--- src/rtl/clocks_pkg.sv ---
// ============================================================================
// Module   : clocks_pkg
// Purpose  : Shared types, defaults and helpers for the clk_wiz reset sequencer.
// Revision : 1.0 - initial release
// ============================================================================
`default_nettype none

package clocks_pkg;

    typedef enum logic [2:0] {
        ST_ASSERT    = 3'd0,
        ST_WAIT_LOCK = 3'd1,
        ST_STABLE    = 3'd2,
        ST_READY     = 3'd3,
        ST_FAULT     = 3'd4
    } seq_state_t;

    localparam int unsigned c_def_rst_pulse_cycles    = 16;
    localparam int unsigned c_def_lock_timeout_cycles = 65536;
    localparam int unsigned c_def_stable_cycles       = 256;
    localparam int unsigned c_def_max_retries         = 7;

    // The shared counter only has to reach (largest window - 1).
    function automatic int unsigned cnt_width(input int unsigned a,
                                              input int unsigned b,
                                              input int unsigned c);
        int unsigned m;
        m = a;
        if (b > m) m = b;
        if (c > m) m = c;
        if (m < 2) return 1;
        return $clog2(m);
    endfunction

endpackage

`default_nettype wire

--- src/rtl/sync_2ff.sv ---
// ============================================================================
// Module   : sync_2ff
// Purpose  : 1-bit two-flop synchronizer with synchronous reset to 0.
// Revision : 1.0 - initial release
// ============================================================================
`default_nettype none

module sync_2ff (
    input  logic clk,
    input  logic rst,
    input  logic i_d,
    output logic o_q
);

    logic meta_d, meta_q;
    logic sync_d, sync_q;

    always_comb begin
        meta_d = i_d;
        sync_d = meta_q;
    end

    always_ff @(posedge clk) begin
        if (rst) begin
            meta_q <= 1'b0;
            sync_q <= 1'b0;
        end else begin
            meta_q <= meta_d;
            sync_q <= sync_d;
        end
    end

    assign o_q = sync_q;

endmodule

`default_nettype wire

--- src/rtl/clk_wiz_reset_seq.sv ---
// ============================================================================
// Module   : clk_wiz_reset_seq
// Purpose  : Reset/lock supervisor for clk_wiz_0 with retry, fault and relock.
// Revision : 1.0 - initial release
// ============================================================================
`default_nettype none

module clk_wiz_reset_seq
    import clocks_pkg::*;
#(
    parameter int unsigned RST_PULSE_CYCLES    = c_def_rst_pulse_cycles,
    parameter int unsigned LOCK_TIMEOUT_CYCLES = c_def_lock_timeout_cycles,
    parameter int unsigned STABLE_CYCLES       = c_def_stable_cycles,
    parameter int unsigned MAX_RETRIES         = c_def_max_retries
) (
    input  logic       clk,
    input  logic       reset,
    input  logic       mmcm_locked,
    input  logic       force_resync,
    output logic       mmcm_reset,
    output logic       clocks_ready,
    output logic       fault,
    output logic [3:0] retry_count,
    output logic [7:0] relock_count
);

    localparam int unsigned c_cnt_w = cnt_width(RST_PULSE_CYCLES, LOCK_TIMEOUT_CYCLES,
                                                STABLE_CYCLES);
    localparam logic [c_cnt_w-1:0] c_rst_last = c_cnt_w'(RST_PULSE_CYCLES - 1);
    localparam logic [c_cnt_w-1:0] c_tmo_last = c_cnt_w'(LOCK_TIMEOUT_CYCLES - 1);
    localparam logic [c_cnt_w-1:0] c_stb_last = c_cnt_w'(STABLE_CYCLES - 1);
    localparam logic [c_cnt_w-1:0] c_cnt_one  = c_cnt_w'(1);
    localparam logic [c_cnt_w-1:0] c_cnt_zero = '0;
    localparam logic [3:0]         c_retry_max = 4'(MAX_RETRIES);

    logic               locked_s;
    seq_state_t         state_d, state_q;
    logic [c_cnt_w-1:0] cnt_d, cnt_q;
    logic [3:0]         retry_d, retry_q;
    logic [7:0]         relock_d, relock_q;
    logic               mmcm_reset_d, mmcm_reset_q;
    logic               ready_d, ready_q;
    logic               fault_d, fault_q;

    sync_2ff u_lock_sync (
        .clk (clk),
        .rst (reset),
        .i_d (mmcm_locked),
        .o_q (locked_s)
    );

    always_comb begin
        state_d  = state_q;
        cnt_d    = cnt_q + c_cnt_one;
        retry_d  = retry_q;
        relock_d = relock_q;

        case (state_q)
            ST_ASSERT: begin
                if (cnt_q == c_rst_last) begin
                    state_d = ST_WAIT_LOCK;
                    cnt_d   = c_cnt_zero;
                end
            end
            ST_WAIT_LOCK: begin
                if (locked_s) begin
                    state_d = ST_STABLE;
                    cnt_d   = c_cnt_zero;
                end else if (cnt_q == c_tmo_last) begin
                    retry_d = retry_q + 4'd1;
                    state_d = (retry_d == c_retry_max) ? ST_FAULT : ST_ASSERT;
                    cnt_d   = c_cnt_zero;
                end
            end
            ST_STABLE: begin
                // A dropout here is treated as "not locked yet", not a failed attempt.
                if (!locked_s) begin
                    state_d = ST_WAIT_LOCK;
                    cnt_d   = c_cnt_zero;
                end else if (cnt_q == c_stb_last) begin
                    state_d = ST_READY;
                    cnt_d   = c_cnt_zero;
                    retry_d = 4'd0;
                end
            end
            ST_READY: begin
                cnt_d = c_cnt_zero;
                if (!locked_s) begin
                    state_d = ST_ASSERT;
                    if (relock_q != 8'hFF) relock_d = relock_q + 8'd1;
                end
            end
            ST_FAULT: begin
                cnt_d = c_cnt_zero;
            end
            default: begin
                state_d = ST_ASSERT;
                cnt_d   = c_cnt_zero;
            end
        endcase

        // Resync overrides everything, including a same-cycle lock loss in READY.
        if (force_resync) begin
            state_d  = ST_ASSERT;
            cnt_d    = c_cnt_zero;
            retry_d  = 4'd0;
            relock_d = relock_q;
        end

        mmcm_reset_d = (state_q == ST_ASSERT) || (state_q == ST_FAULT);
        ready_d      = (state_q == ST_READY);
        fault_d      = (state_q == ST_FAULT);
    end

    always_ff @(posedge clk) begin
        if (reset) begin
            state_q      <= ST_ASSERT;
            cnt_q        <= c_cnt_zero;
            retry_q      <= 4'd0;
            relock_q     <= 8'd0;
            mmcm_reset_q <= 1'b1;
            ready_q      <= 1'b0;
            fault_q      <= 1'b0;
        end else begin
            state_q      <= state_d;
            cnt_q        <= cnt_d;
            retry_q      <= retry_d;
            relock_q     <= relock_d;
            mmcm_reset_q <= mmcm_reset_d;
            ready_q      <= ready_d;
            fault_q      <= fault_d;
        end
    end

    assign mmcm_reset   = mmcm_reset_q;
    assign clocks_ready = ready_q;
    assign fault        = fault_q;
    assign retry_count  = retry_q;
    assign relock_count = relock_q;

endmodule

`default_nettype wire
--- config.mk ---
export PLATFORM = sky130hd
export DESIGN_NAME = clk_wiz_reset_seq
export DESIGN_NICKNAME = d
export VERILOG_FILES = /design/src/rtl/clocks_pkg.sv /design/src/rtl/sync_2ff.sv /design/src/rtl/clk_wiz_reset_seq.sv
export SDC_FILE = /design/constraint.sdc
export NUM_CORES = 1
export LEC_CHECK = 0
export CAP_MARGIN = 20
export CELL_PAD_IN_SITES_DETAIL_PLACEMENT = 1
export CELL_PAD_IN_SITES_GLOBAL_PLACEMENT = 1
export CORE_MARGIN = 4
export CORE_UTILIZATION = 30
export CTS_BUF_LIST = sky130_fd_sc_hd__clkbuf_8
export DETAILED_ROUTE_END_ITERATION = 7
export GPL_TIMING_DRIVEN = 0
export HOLD_SLACK_MARGIN = 0.02
export PLACE_DENSITY = 0.66
export SLEW_MARGIN = 40
export SYNTH_ARGS = -nofsm -noshare
export SYNTH_HDL_FRONTEND = slang
export SYNTH_HIERARCHICAL = 1
export SYNTH_SLANG_ARGS = --single-unit
--- constraint.sdc ---
create_clock -name clk -period 2.4 [get_ports clk]
set_input_delay 0.48 -clock clk [delete_from_list [all_inputs] [get_ports clk]]
set_output_delay 0.48 -clock clk [all_outputs]
set_load 0.02 [all_outputs]
==> flow_summary.json <==
{
  "setup_violations": 0,
  "synthMuxAreaShare": 0.0298,
  "n_antenna_cell": 0,
  "drt_pre_antenna_iters": 4,
  "syn_area_per_cell_sq_um": 9.08,
  "synth-compound-area-share": 0.0849,
  "r2r_cells": 5,
  "dp_hpwl_um": 2550,
  "ys_warn_count": 6,
  "grt_overflow": 0,
  "drt_first_iter_violations": 58,
  "ys_seq_area_frac": 0.429,
  "maxSlewHeadroom": 0.667,
  "post-route-min-period_ns": 2.11,
  "path_cells": "or4_4 -> o41ai_4 -> o221ai_2 -> a221oi_2 -> mux2i_1",
  "area_growth_pct": 23.0,
  "cts_buffers": 5,
  "r2r-end": "state_q[2]",
  "startpoint_type": "flip-flop",
  "worstMarginPinSlew_ns": 0.495,
  "clk-insertion-delay-late_ns": 0.29,
  "worstSetupPathType": "flip-flop to flip-flop",
  "synthAdderAreaFrac": 0.0298,
  "slowest_delay_ns": 0.57,
  "dr.max_layer_used": "met4",
  "vdd_drop_max_mv": 0.340,
  "critPathRequiredTime_ns": 2.62,
  "antenna_left": 0,
  "hold_class": "flip-flop to flip-flop",
  "synth_edf_count": 0,
  "mostFrequentLayoutCells": "dfxtp_1, nor2_1, clkdlybuf4s50_1, nand2_1, xor2_1",
  "die_x_um": 82.8,
  "row_count": 26,
  "grt_pass1_wl_um": 6170,
  "rrSetupSlack_ns": 0.29,
  "dr_wl_met2_um": 1510,
  "cts_hold_buffers": 0,
  "numClockSinks": 36,
  "grt_max_degree": 12,
  "syn_nets": 193,
  "cp_slowest_cell": "or4_4",
  "whs_ns": 0.443,
  "wirelength_um": 3460,
  "track_usage": 0.109,
  "cp_max_fo": 5,
  "yosysTopAreaCell": "dfxtp_1",
  "synth_cells": 185,
  "via_per_inst": 4.81,
  "die_area_sq_mm": 0.00686,
  "drive_gt1_frac": 0.104,
  "fmax_ghz": 0.473,
  "cts-root-buf": "clkbuf_8",
  "drcViolationCount": 0,
  "synthFlopType": "dfxtp_1",
  "hp-start": "u_lock_sync/meta_q",
  "cts_tree": "yes",
  "htree_levels": 2,
  "synth-seq-cells": 36,
  "core-area_sq_mm": 0.00527,
  "yosys.area_share.simple": 0.296,
  "p_per_area_mw_per_mm2": 558,
  "min_period_over_period": 0.880,
  "pin_count": 19,
  "setup_tns_ns": 0,
  "die_height_um": 82.8,
  "antenna_found_initial": 0,
  "cts_buffer_depth": 2,
  "status": "complete, no violations",
  "start_util": 0.319,
  "synth_area_leaders": "dfxtp_1, nor2_1, xor2_1",
  "synth_top_family_by_area": "simple AND/OR/NAND/NOR gates",
  "wl_met1_um": 1760,
  "worstHoldPathCells": 1,
  "num_vias": 1351,
  "critical_path_arrival_ns": 2.34,
  "wl_per_cell_um": 12.3,
  "netlist_area_sq_mm": 0.00168,
  "drv_cap": 0,
  "slew_violations": 0,
  "synth-xor-area-share": 0.109,
  "wl_met3_um": 135,
  "gp_congestion": 0.734,
  "hold_violations": 0,
  "synth.top_cell.area_share": 0.429,
  "hold_end": "u_lock_sync/o_q",
  "grt_pass1_vias": 1320,
  "fin_skew_ns": 0.00926,
  "p_leak_nw": 0.702,
  "rr_startpoint": "cnt_q[12]",
  "port_buffers": 18,
  "mostFrequentLayoutCell": "dfxtp_1",
  "clk_pin_slew_ns": 0.08,
  "rsz0062_at_grt": "no",
  "async_flop_share": 0,
  "ys_types": 41,
  "final_net_count": 218,
  "cp-end-kind": "flip-flop"
}
-- power by group --
part / switching (W) / internal, W / leakage, nW / total, W
clock network: 0.000222 / 0.000304 / 0.0593 / 0.000526
logic: 0.0000171 / 0.00000926 / 0.352 / 0.0000263
registers: 0.00000164 / 0.000600 / 0.291 / 0.000602
total: 0.000240 / 0.000913 / 0.702 / 0.00115
-- kinds of logic (layout without fill, tap and decap cells) --
| group | after synthesis | after routing |
|---|---|---|
| muxes | 5 | 5 |
| adders and majority gates | 4 | 4 |
| AOI/OAI and AO/OA | 17 | 17 |
| DFF | 36 | 36 |
| xor gates and xnor gates | 21 | 21 |
| buffers and inverters | 9 | 35 |
| and+or+nand+nor | 93 | 93 |
-- stage by stage --
step	power, W	cells	cell area (sq um)	setup slack, ns	utilization
6_report	0.00115	281	2070	0.287	0.392
5_1_grt	0.00121	281	2070	0.112	0.392
4_1_cts	0.00118	281	2060	0.184	0.390
3_5_place_dp	0.000643	273	1950	0.0843	0.370
3_3_place_gp	0.000644	273	1950	0.0404	0.370
2_1_floorplan	0.000630	185	1680	0.456	-
-- synthesized netlist by cell type, drive strengths merged, types with 2 or more instances --
master  instances
xor2           12
a21oi           5
and4            3
nor2           31
nor2b           3
ha              4
nor4            3
clkbuf          5
or4             3
or2             2
nand3          11
nand4           6
nor3            5
inv             3
or3             2
nand2          13
mux2i           5
o21ai           6
dfxtp          36
xnor2           9
and3            4
-- how the worst max path moves through the flow --
stage,start,to,slack (ns),cells past startpoint
3_5_place_dp,reset,cnt_q[4],0.08,6
2_1_floorplan,cnt_q[12],state_q[0],0.46,5
5_1_grt,cnt_q[0],cnt_q[1],0.11,7
3_3_place_gp,reset,cnt_q[11],0.04,6
6_report,cnt_q[12],state_q[2],0.29,5
4_1_cts,cnt_q[0],cnt_q[4],0.18,7
-- worst max-delay path: cells and delay by family (launching register included) --
family / cells / cell delay [ns]
compound gates: 3 / 0.89
simple gates: 1 / 0.57
flops: 1 / 0.35
mux: 1 / 0.23
-- repair_timing --
item	4_1_cts	5_1_grt
setup endpoints to repair	0	11
setup buffers	0	0
resized for setup	0	2
endpoints found under the hold margin	0	0
-- metal layers --
| layer | global-route usage | up-vias |
|---|---|---|
| met5 | 0 | - |
| met1 | 0.141 | 630 |
| met2 | 0.165 | 16 |
| met3 | 0.0366 | 5 |
| li1 | - | 700 |
| met4 | 0.0490 | 0 |
-- state kept, by name (all words and copies together), names as in the netlist --
signal              flops
u_lock_sync/meta_q      1
fault                   1
mmcm_reset              1
retry_count             4
relock_count            8
state_q                 3
clocks_ready            1
u_lock_sync/o_q         1
cnt_q                  16
-- layout make-up --
class                   count  area [sq um]
plain buffers               6          23.8
flip-flops and latches     36           721
inverters                   3          11.3
fillers                   641          3200
repair buffers             18           180
clock inverters             3          38.8
clock buffers               5          68.8
multi-input cells         140           936
well taps                  70          87.6
No activity file was read; power rests on OpenSTA's default activity.
